**src/rtl/gpio_irq_ip_if.sv**
```systemverilog
// Register-bus interface for gpio_irq_ip: one access per gpio_en cycle,
// read data returned one cycle later qualified by gpio_rvalid.
interface gpio_irq_ip_if;
  logic        gpio_en;
  logic        write_enable;
  logic [31:0] gpio_addr;
  logic [31:0] gpio_wdata;
  logic [31:0] gpio_rdata;
  logic        gpio_rvalid;

  modport master (
    output gpio_en, write_enable, gpio_addr, gpio_wdata,
    input  gpio_rdata, gpio_rvalid
  );

  modport slave (
    input  gpio_en, write_enable, gpio_addr, gpio_wdata,
    output gpio_rdata, gpio_rvalid
  );
endinterface

```
**src/rtl/gpio_irq_ip.sv**
```systemverilog
// GPIO block with per-pin direction, synchronized inputs and sticky edge interrupts.
// Register reads return one cycle after the strobe; no backpressure, every strobe is accepted.
module gpio_irq_ip #(
  parameter int          N_PINS      = 32,
  parameter logic [31:0] BASE_ADDR   = 32'h2000_0000,
  parameter int          SYNC_STAGES = 2
) (
  input  logic              clk,
  input  logic              rst,
  gpio_irq_ip_if.slave      bus,
  input  logic [N_PINS-1:0] pin_in,
  output logic [N_PINS-1:0] pin_out,
  output logic [N_PINS-1:0] pin_oe,
  output logic              irq
);

  localparam logic [31:0] ADDR_DATA   = BASE_ADDR + 32'h00;
  localparam logic [31:0] ADDR_DIR    = BASE_ADDR + 32'h04;
  localparam logic [31:0] ADDR_READ   = BASE_ADDR + 32'h08;
  localparam logic [31:0] ADDR_SET    = BASE_ADDR + 32'h0C;
  localparam logic [31:0] ADDR_CLR    = BASE_ADDR + 32'h10;
  localparam logic [31:0] ADDR_RISE   = BASE_ADDR + 32'h14;
  localparam logic [31:0] ADDR_FALL   = BASE_ADDR + 32'h18;
  localparam logic [31:0] ADDR_STATUS = BASE_ADDR + 32'h1C;
  localparam logic [2:0]  WARM_LAST   = 3'(SYNC_STAGES + 1);

  logic [N_PINS-1:0] data_q, data_d;
  logic [N_PINS-1:0] dir_q, dir_d;
  logic [N_PINS-1:0] rise_q, rise_d;
  logic [N_PINS-1:0] fall_q, fall_d;
  logic [N_PINS-1:0] status_q, status_d;
  logic [SYNC_STAGES-1:0][N_PINS-1:0] sync_q;
  logic [N_PINS-1:0] prev_q;
  logic [2:0]        warm_q;
  logic [31:0]       rdata_q, rdata_d;
  logic              rvalid_q, rvalid_d;
  logic              irq_q;

  logic [N_PINS-1:0] sync_in, wdat, read_val, events, w1c_mask;
  logic [31:0]       rd_mux;
  logic              wr, rd;

  assign sync_in = sync_q[SYNC_STAGES-1];
  assign wr      = bus.gpio_en & bus.write_enable;
  assign rd      = bus.gpio_en & ~bus.write_enable;
  assign wdat    = bus.gpio_wdata[N_PINS-1:0];

  always_comb begin
    read_val = (data_q & dir_q) | (sync_in & ~dir_q);
    rd_mux   = '0;
    case (bus.gpio_addr)
      ADDR_DATA:   rd_mux[N_PINS-1:0] = data_q;
      ADDR_DIR:    rd_mux[N_PINS-1:0] = dir_q;
      ADDR_READ:   rd_mux[N_PINS-1:0] = read_val;
      ADDR_RISE:   rd_mux[N_PINS-1:0] = rise_q;
      ADDR_FALL:   rd_mux[N_PINS-1:0] = fall_q;
      ADDR_STATUS: rd_mux[N_PINS-1:0] = status_q;
      default:     rd_mux = '0;
    endcase
  end

  always_comb begin
    data_d   = data_q;
    dir_d    = dir_q;
    rise_d   = rise_q;
    fall_d   = fall_q;
    w1c_mask = '0;
    if (wr) begin
      case (bus.gpio_addr)
        ADDR_DATA:   data_d   = wdat;
        ADDR_DIR:    dir_d    = wdat;
        ADDR_SET:    data_d   = data_q | wdat;
        ADDR_CLR:    data_d   = data_q & ~wdat;
        ADDR_RISE:   rise_d   = wdat;
        ADDR_FALL:   fall_d   = wdat;
        ADDR_STATUS: w1c_mask = wdat;
        default:     data_d   = data_q;
      endcase
    end
    // Events are masked until the sync chain and prev_in hold real pin levels.
    events = '0;
    if (warm_q == WARM_LAST) begin
      events = ((sync_in & ~prev_q & rise_q) | (~sync_in & prev_q & fall_q)) & ~dir_q;
    end
    status_d = (status_q & ~w1c_mask) | events;
    rdata_d  = rd ? rd_mux : rdata_q;
    rvalid_d = rd;
  end

  always_ff @(posedge clk) begin
    if (rst) begin
      data_q   <= '0;
      dir_q    <= '0;
      rise_q   <= '0;
      fall_q   <= '0;
      status_q <= '0;
      sync_q   <= '0;
      prev_q   <= '0;
      warm_q   <= '0;
      rdata_q  <= '0;
      rvalid_q <= 1'b0;
      irq_q    <= 1'b0;
    end else begin
      data_q    <= data_d;
      dir_q     <= dir_d;
      rise_q    <= rise_d;
      fall_q    <= fall_d;
      status_q  <= status_d;
      sync_q[0] <= pin_in;
      for (int i = 1; i < SYNC_STAGES; i++) begin
        sync_q[i] <= sync_q[i-1];
      end
      prev_q   <= sync_in;
      if (warm_q != WARM_LAST) begin
        warm_q <= warm_q + 3'd1;
      end
      rdata_q  <= rdata_d;
      rvalid_q <= rvalid_d;
      irq_q    <= |status_q;
    end
  end

  assign bus.gpio_rdata  = rdata_q;
  assign bus.gpio_rvalid = rvalid_q;
  assign pin_out         = data_q;
  assign pin_oe          = rst ? '0 : dir_q;
  assign irq             = irq_q;

endmodule

```
**src/flat_wrapper.sv**
```systemverilog
// flat-port wrapper written by rule: the top's interface ports become plain ports
module gpio_irq_ip_flat 
#(
  parameter int          N_PINS      = 32,
  parameter logic [31:0] BASE_ADDR   = 32'h2000_0000,
  parameter int          SYNC_STAGES = 2
)
  (clk, rst, pin_in, pin_out, pin_oe, irq, bus_gpio_en, bus_write_enable, bus_gpio_addr, bus_gpio_wdata, bus_gpio_rdata, bus_gpio_rvalid);
  gpio_irq_ip_if bus_i ();
  input  logic clk;
  input  logic rst;
  input  logic [N_PINS-1:0] pin_in;
  output logic [N_PINS-1:0] pin_out;
  output logic [N_PINS-1:0] pin_oe;
  output logic irq;
  input wire logic [$bits(bus_i.gpio_en)-1:0] bus_gpio_en;
  input wire logic [$bits(bus_i.write_enable)-1:0] bus_write_enable;
  input wire logic [$bits(bus_i.gpio_addr)-1:0] bus_gpio_addr;
  input wire logic [$bits(bus_i.gpio_wdata)-1:0] bus_gpio_wdata;
  output wire logic [$bits(bus_i.gpio_rdata)-1:0] bus_gpio_rdata;
  output wire logic [$bits(bus_i.gpio_rvalid)-1:0] bus_gpio_rvalid;
  assign bus_i.gpio_en = bus_gpio_en;
  assign bus_i.write_enable = bus_write_enable;
  assign bus_i.gpio_addr = bus_gpio_addr;
  assign bus_i.gpio_wdata = bus_gpio_wdata;
  assign bus_gpio_rdata = bus_i.gpio_rdata;
  assign bus_gpio_rvalid = bus_i.gpio_rvalid;
  gpio_irq_ip #(.N_PINS(N_PINS), .BASE_ADDR(BASE_ADDR), .SYNC_STAGES(SYNC_STAGES)) u_core (.clk(clk), .rst(rst), .bus(bus_i), .pin_in(pin_in), .pin_out(pin_out), .pin_oe(pin_oe), .irq(irq));
endmodule
```
**config.mk**
```make
export PLATFORM = sky130hd
export DESIGN_NAME = gpio_irq_ip_flat
export DESIGN_NICKNAME = d
export VERILOG_FILES = /design/src/rtl/gpio_irq_ip_if.sv /design/src/rtl/gpio_irq_ip.sv /design/src/flat_wrapper.sv
export SDC_FILE = /design/constraint.sdc
export NUM_CORES = 1
export LEC_CHECK = 0
export CAP_MARGIN = 10
export CORE_MARGIN = 2
export CORE_UTILIZATION = 30
export DETAILED_ROUTE_END_ITERATION = 16
export MAX_ROUTING_LAYER = met4
export PLACE_DENSITY = 0.54
export SYNTH_ARGS = -nofsm -noshare
export SYNTH_HDL_FRONTEND = slang
export SYNTH_SLANG_ARGS = --single-unit
```
**constraint.sdc**
```tcl
create_clock -name clk -period 1.8 [get_ports clk]
set_input_delay 0.18 -clock clk [delete_from_list [all_inputs] [get_ports clk]]
set_output_delay 0.18 -clock clk [all_outputs]
set_load 0.02 [all_outputs]
```
==> results.ini, run 1 <==
[run_status]
status = finished clean

[logic_synthesis]
synthArstFlopShare = 0
synth.area.mux_share = 0.0152
yosys_warnings = 0
ys_seq_elements = 293
synth_simple_gate_area_frac = 0.218
synth_area_um2 = 12500
yosys.area.top_type = dfxtp_1
synth_compound_area_frac = 0.247
yosysMostFrequentCell = nand2_1
ys.flop_type = dfxtp_1
yosys-top-cells-count = nand2_1 (337), dfxtp_1 (293), a21oi_1 (146), nor2b_1 (127), clkbuf_1 (70)
synth_enable_flop_cells = 0
syn_nets = 1544
synthAdderAreaFrac = 0.00200
synth_cells = 1442
avgSynthCellArea_um2 = 8.68
yosys-top-cells-area = dfxtp_1 (47%), nand2_1 (10%), nor2b_1 (6.4%), a21oi_1 (5.8%), a2bb2o_4 (4.6%)
ys_types = 52
seq_area_frac_synth = 0.469
synth_xor_area_frac = 0.000700
synth_top_family_by_area = compound AO/OA/AOI/OAI gates
synth_top_area_frac = 0.469

[detailed_routing]
wirelength_mm = 45.8
ant_nets = 0
drtIter0Drc = 924
vias_per_cell = 5.22
vias = 11800
dr.pass1.iters = 6
drc = 0
wl_per_cell_um = 20.3

[power_and_ir_drop]
comb_power_share = 0.068
power.share.clock = 0.456
powerDensity_nw_per_um2 = 813
p_switching_mw = 3.27
p_leak_nw = 6.23
p_int_mw = 10.7
p_seq_frac = 0.476
p_sw_frac = 0.235
power_mw = 14.0
vdd_drop_max_v = 0.000727

[critical_path]
cp_num_buf_inv = 1
path_cells = clkdlybuf4s50_1
critPathRequiredTime_ns = 1.62
critPathTopFamily = buffers and inverters
arrival_ns = 1.59
path_class = reg -> out
start_kind = register
cpMaxStageDelayCell = clkdlybuf4s50_1
cp-end-kind = primary output
critPathMaxStageDelay_ns = 0.64
crit_fanout = 2

[clock_tree]
numCtsBuffers = 31
clockBufferDepth = 3
cts.sinks = 293
cts-root-buf = clkbuf_16
cts_tree = built
clkTransAtPathRegs_ns = 0.06
clk_latency_ns = 0.57
htreeDepth = 1

[sta]
fin_skew_ns = 0.0154
hold_ws_ns = 0.136
finalSetupViolations = 0
slew_headroom = 0.634
final-hold-violation-count = 0
fin_crit_sh = 0.981
fin_ws_ns = 0.0340
period_needed_ns = 1.77
fmax_mhz = 566
worst_pin_slew_ns = 0.549
slew_viol_final = 0

[grt]
grt_max_degree = 33
overflow = 0
grtUsageTotal = 0.206
grt_pass1_vias = 11200
antenna_found_initial = 4
grt_pass1_wl_mm = 67.4

[cells_and_area]
fin_cells = 2261
area_delta_synth_final_pct = 37.3
drive_gt1_frac = 0.157
n_fill_cell = 4062
final_area_um2 = 17200
final_nets = 1803

[floorplanning]
num_rows = 74
start_util = 0.305
core-area_um2 = 41000
io_pins = 198
dieArea_um2 = 43300
die_h_um = 208
die_w_um = 208

[place]
dpl_worst_slack_ns = -0.712
dp_hpwl_mm = 31.0
placed_cell_area_um2 = 16000
dp_cells = 2190
port_buffers = 197
place_congestion = 0.826

[min_path]
hold_path_class = in -> reg

[run]
max-cap-violations = 0

metrics by stage:
stage	utilization	TNS [ns]
after floorplan	-	0
after global placement	0.389	-106.94
after detailed placement	0.389	-115.29
after CTS	0.416	-0.00277
after global routing	0.419	-0.0111
final	0.419	0
layout by cell type, fill, tap and decap left out, types with 29 or more instances in the layout:
cell and count:
nand2_1 335, dfxtp_1 293, a21oi_1 145, nor2b_1 127
clkdlybuf4s50_1 111, buf_4 103, dlygate4sd2_1 69, o21ai_1 61
o22ai_1 48, a31oi_1 43, a22oi_1 38, inv_1 36
clkbuf_16 33, nand3b_1 30, a2bb2o_4 29
final timing paths:
kind	depth (start not counted)	slack [ns]	end	startpoint
worst max-delay path	1	0.03	bus_gpio_rdata[13]	u_core.bus.gpio_rdata[13]
worst min-delay path	3	0.14	u_core.status_q[3]	rst
worst max register to register	5	0.14	u_core.bus.gpio_rdata[22]	u_core.dir_q[22]
worst min register to register	1	0.43	u_core.sync_in[28]	u_core.sync_q[28]
cell families after synthesis:
| kind of cell | count (synthesis) |
|---|---|
| AO/OA/AOI/OAI | 436 |
| XOR/XNOR | 1 |
| adder cells (fa/ha/maj) | 2 |
| buffers and inverters | 141 |
| flip-flops | 293 |
| multiplexers | 17 |
| AND/OR/NAND/NOR | 552 |
worst min-delay path, cell delays in order:
cell,delay [ns]
clkbuf_8,0.22
buf_12,0.20
a21oi_1,0.05
timing repair:
action                                 4_1_cts  5_1_grt
buffers inserted                             4        3
setup endpoints to repair                  165      111
gates cloned                                 2        2
hold buffers                                 1        0
endpoints found under the hold margin        5        0
gates resized for setup                     88       31
pin swaps                                    4       10
routing by layer:
layer  track usage  vias to the layer above  part of all wire
li1              -                     5608                 -
met1         0.264                     5691              0.43
met2         0.338                      436              0.48
met3        0.0281                       64             0.065
met4        0.0603                        0             0.022
met5             -                        -                 0
power groups by stage:
stage	sequential (mW)	clock (mW)	combinational (mW)
finish	6.64	6.37	0.948
global route	6.65	6.79	1.01
CTS	6.64	6.52	0.946
detailed placement	6.78	0	0.936
global placement	6.78	0	0.928
floorplan	6.77	0	0.356
flip-flops by register name, indices dropped and copies added, names as in the netlist, 3 cells and up:
signal,cells
u_core.pin_out,32
u_core.dir_q,32
u_core.status_q,32
u_core.sync_in,32
u_core.fall_q,32
u_core.rise_q,32
u_core.bus.gpio_rdata,32
u_core.sync_q,32
u_core.prev_q,32
u_core.warm_q,3
cell type report:
| type | instances | area, um^2 | area share |
|---|---|---|---|
| Clock inverter | 18 | 158 | 0.00918 |
| Tap cell | 532 | 666 | 0.0388 |
| Inverter | 36 | 135 | 0.00787 |
| Multi-Input combinational cell | 1008 | 6220 | 0.362 |
| Sequential cell | 293 | 5870 | 0.342 |
| Timing Repair Buffer | 331 | 3270 | 0.190 |
| Antenna cell | 4 | 10.0 | 0.000583 |
| Clock buffer | 39 | 856 | 0.0498 |
Note: power is estimated with default switching activity, not from simulation.
==> inputs of run 2 (changes only) <==
--- a/config.mk
+++ b/config.mk
@@ -11,6 +11,7 @@
 export DETAILED_ROUTE_END_ITERATION = 16
 export MAX_ROUTING_LAYER = met4
 export PLACE_DENSITY = 0.54
+export RECOVER_POWER = 25
 export SYNTH_ARGS = -nofsm -noshare
 export SYNTH_HDL_FRONTEND = slang
 export SYNTH_SLANG_ARGS = --single-unit
==> results.ini, run 2 (synthesized netlist as in run 1, its figures left out) <==
[place]
place_congestion = 0.826
port_buffers = 197
placed_cell_area_um2 = 16000
dp_cells = 2190
dp_hpwl_mm = 31.0
dpl_worst_slack_ns = -0.712

[critical_path]
cp-end-kind = primary output
cp_num_buf_inv = 1
critPathRequiredTime_ns = 1.62
crit_fanout = 2
path_class = reg -> out
path_cells = clkdlybuf4s50_1
critPathMaxStageDelay_ns = 0.62
cpMaxStageDelayCell = clkdlybuf4s50_1
start_kind = register
arrival_ns = 1.58
critPathTopFamily = buffers and inverters

[power_and_ir_drop]
power.share.clock = 0.457
p_sw_frac = 0.235
p_switching_mw = 3.27
p_leak_nw = 6.19
p_seq_frac = 0.476
vdd_drop_max_v = 0.000731
p_int_mw = 10.7
power_mw = 13.9
comb_power_share = 0.067
powerDensity_nw_per_um2 = 814

[grt]
grt_pass1_wl_mm = 67.4
overflow = 0
grt_max_degree = 33
grt_pass1_vias = 11200
antenna_found_initial = 4
grtUsageTotal = 0.206

[sta]
finalSetupViolations = 0
worst_pin_slew_ns = 0.549
period_needed_ns = 1.76
slew_viol_final = 0
slew_headroom = 0.634
fmax_mhz = 567
fin_skew_ns = 0.0155
final-hold-violation-count = 0
timing.setup.tns_ns = 0
fin_crit_sh = 0.980
fin_ws_ns = 0.0364

[floorplanning]
core-area_um2 = 41000
die_w_um = 208
die_h_um = 208
dieArea_um2 = 43300
start_util = 0.305
io_pins = 198
num_rows = 74

[cells_and_area]
area_delta_synth_final_pct = 37.0
final_common_cell = nand2_1
n_fill_cell = 4067
drive_gt1_frac = 0.151
layout_common_cells = nand2_1 (335), dfxtp_1 (293), a21oi_1 (145)
final_area_um2 = 17100
fin_cells = 2261
final_nets = 1803

[run]
max-cap-violations = 0

[clock_tree]
htreeDepth = 1
clockBufferDepth = 3
cts-root-buf = clkbuf_16
clkTransAtPathRegs_ns = 0.07
clk_latency_ns = 0.57
cts.sinks = 293
cts_tree = built
numCtsBuffers = 31

[detailed_routing]
wl_per_cell_um = 20.3
drtIter0Drc = 982
dr.pass1.iters = 5
drc = 0
vias = 11700
ant_nets = 0
wirelength_mm = 45.8
vias_per_cell = 5.19

[run_status]
status = finished clean

[min_path]
hold_path_class = in -> reg

==> run 2: stage by stage <==
step	hold slack, ns	utilization
after global placement	0.416	0.389
after floorplan	0.308	-
after detailed placement	0.423	0.389
final	0.135	0.418
after CTS	0.121	0.416
after global routing	0.134	0.418
==> run 2: path summary, 6_finish.rpt <==
kind                                        start                         to  slack, ns  depth (start not counted)
worst min register to register  u_core.sync_q[28]         u_core.sync_in[28]       0.43                          1
worst max-delay path            u_core.pin_out[4]                 pin_out[4]       0.04                          1
worst max register to register   u_core.dir_q[22]  u_core.bus.gpio_rdata[22]       0.14                          5
worst min-delay path                          rst           u_core.fall_q[3]       0.13                          3
==> run 2: cell type report <==
class | count | area, um^2 | share of cell area
sequential | 293 | 5870 | 0.342
clock inverter | 18 | 158 | 0.00920
clock buffer | 39 | 856 | 0.0500
antenna | 4 | 10.0 | 0.000584
tap | 532 | 666 | 0.0389
multi-input combinational | 1008 | 6220 | 0.363
timing repair buffer | 331 | 3230 | 0.188
inverter | 36 | 135 | 0.00789
==> run 2: power groups by stage <==
stage | Sequential, mW | Combinational, mW | Clock, mW
finish | 6.64 | 0.934 | 6.37
global route | 6.65 | 0.992 | 6.79
CTS | 6.64 | 0.946 | 6.52
detailed placement | 6.78 | 0.936 | 0
global placement | 6.78 | 0.928 | 0
floorplan | 6.77 | 0.356 | 0
==> run 2: timing repair <==
| item | CTS | global route |
|---|---|---|
| cloned | 2 | 2 |
| buffers inserted | 4 | 3 |
| hold endpoints to repair | 5 | 0 |
| pin swaps | 4 | 10 |
| endpoints found under the setup margin | 165 | 111 |
| gates resized for setup | 88 | 31 |
| hold buffers | 1 | 0 |
==> run 2: worst min-delay path, cell delays in order <==
cell and delay, ns:
clkbuf_8 0.22, buf_12 0.20, a21oi_1 0.05
==> run 2: per-layer routing <==
| layer | track usage | up-vias | routed length, um | share of wire |
|---|---|---|---|---|
| met4 | 0.0603 | 0 | 1020 | 0.022 |
| met5 | - | - | 0 | 0 |
| met1 | 0.264 | 5642 | 19800 | 0.43 |
| met2 | 0.338 | 437 | 22000 | 0.48 |
| li1 | - | 5603 | - | - |
| met3 | 0.0281 | 62 | 2950 | 0.064 |
==> inputs of run 3 (changes only) <==
--- a/config.mk
+++ b/config.mk
@@ -8,6 +8,7 @@
 export CAP_MARGIN = 10
 export CORE_MARGIN = 2
 export CORE_UTILIZATION = 30
+export CTS_CLUSTER_SIZE = 40
 export DETAILED_ROUTE_END_ITERATION = 16
 export MAX_ROUTING_LAYER = met4
 export PLACE_DENSITY = 0.54
==> results.ini, run 3 (synthesized netlist as in run 1, its figures left out) <==
[run_status]
status = finished clean

[critical_path]
cpMaxStageDelayCell = clkdlybuf4s50_1
cp-end-kind = primary output
start_kind = register
path_cells = clkdlybuf4s50_1
regToRegSetupSlack_ns = 0.05
crit_fanout = 4
path_class = reg -> out
critPathRequiredTime_ns = 1.62
cp_num_buf_inv = 1
critPathTopFamily = buffers and inverters
arrival_ns = 1.59
critPathMaxStageDelay_ns = 0.70

[detailed_routing]
drtIter0Drc = 1115
vias_per_cell = 5.21
vias = 11800
ant_nets = 0
top_layer = met4
dr.pass1.iters = 6
wl_met1_mm = 20.4
wl_met2_mm = 22.5
wirelength_mm = 47.1
drc = 0
wl_met3_mm = 3.10
wl_per_cell_um = 20.7

[grt]
overflow = 0
grt_pass1_vias = 11200
antenna_found_initial = 3
grt_max_degree = 33
grtUsageTotal = 0.207
grt_pass1_wl_mm = 67.6

[clock_tree]
numCtsBuffers = 34
clockBufferDepth = 3
clkTransAtPathRegs_ns = 0.06
cts-root-buf = clkbuf_16
htreeDepth = 2
holdBufCountCts = 0
clk_latency_ns = 0.52
cts_tree = built
cts.sinks = 293

[cells_and_area]
final_nets = 1814
n_fill_cell = 4009
drive_gt1_frac = 0.161
layout_common_cells = nand2_1 (334), dfxtp_1 (293), a21oi_1 (144)
fin_cells = 2271
area_delta_synth_final_pct = 41.3
seqCellArea_um2 = 5870
final_common_cell = nand2_1
multiInputGateArea_um2 = 6300

[floorplanning]
io_pins = 198
dieArea_um2 = 43300
start_util = 0.305
die_h_um = 208
core-area_um2 = 41000
num_rows = 74
die_w_um = 208

[sta]
final-hold-violation-count = 0
period_needed_ns = 1.77
fin_crit_sh = 0.985
worst_pin_slew_ns = 1.26
fin_skew_ns = 0.0195
slew_headroom = 0.158
slew_viol_final = 0
fmax_mhz = 564
fin_ws_ns = 0.0264
finalSetupViolations = 0

[place]
dpl_worst_slack_ns = -0.712
dp_hpwl_mm = 31.0
place_congestion = 0.826
dp_cells = 2190
port_buffers = 197

[power_and_ir_drop]
powerDensity_nw_per_um2 = 844
p_leak_nw = 6.49
power_mw = 14.9
vdd_drop_max_v = 0.000575

[min_path]
hold_path_class = in -> reg

[run]
max-cap-violations = 0

[run 3: cell count changes in the layout (fill, tap and decap cells not counted), moves of 4 or more]
cell	change
clkinv_2	-4
clkbuf_8	+5
clkdlybuf4s50_1	+12
dlygate4sd2_1	-21
clkbuf_16	+8
dlygate4sd3_1	-5
buf_4	-6
buf_6	+5
dlymetal6s2s_1	+15
[run 3: final cells by class]
type,instances,share of cell area
multi-input combinational,1008,0.356
sequential,293,0.332
timing repair buffer,339,0.198
clock buffer,46,0.0576
tap,532,0.0377
clock inverter,14,0.0103
inverter,36,0.00765
antenna,3,0.000425
[run 3: repair_timing]
item	CTS	global route
setup buffers	4	4
pin swaps	10	15
gates cloned	2	8
setup endpoints to repair	207	172
gates resized for setup	69	65
[run 3: path summary, 6_finish.rpt]
| check | endpoint | cells after the start | startpoint |
|---|---|---|---|
| worst max-delay path | pin_out[0] | 1 | u_core.pin_out[0] |
| worst min-delay path | u_core.dir_q[6] | 2 | rst |
| worst max register to register | u_core.irq | 6 | u_core.status_q[13] |
| worst min register to register | u_core.sync_in[20] | 1 | u_core.sync_q[20] |
[run 3: routing by layer]
layer	vias up	GRT usage
met5	-	-
met4	0	0.0657
met3	76	0.0343
met2	444	0.338
met1	5682	0.263
li1	5630	-
[run 3: per-stage QoR]
stage,hold slack [ns],area [um^2],utilization,TNS [ns]
2_1_floorplan,0.308,12500,-,0
3_3_place_gp,0.416,16000,0.389,-106.94
3_5_place_dp,0.423,16000,0.389,-115.29
4_1_cts,0.00283,17300,0.421,-0.0170
5_1_grt,0.0120,17700,0.431,-0.00525
6_report,0.0132,17700,0.431,0
[run 3: power breakdown]
part | total, mW | internal (mW) | switching [mW]
sequential | 6.64 | 6.59 | 0.0563
clock | 7.34 | 4.54 | 2.80
combinational | 0.935 | 0.428 | 0.507
total | 14.9 | 11.6 | 3.37
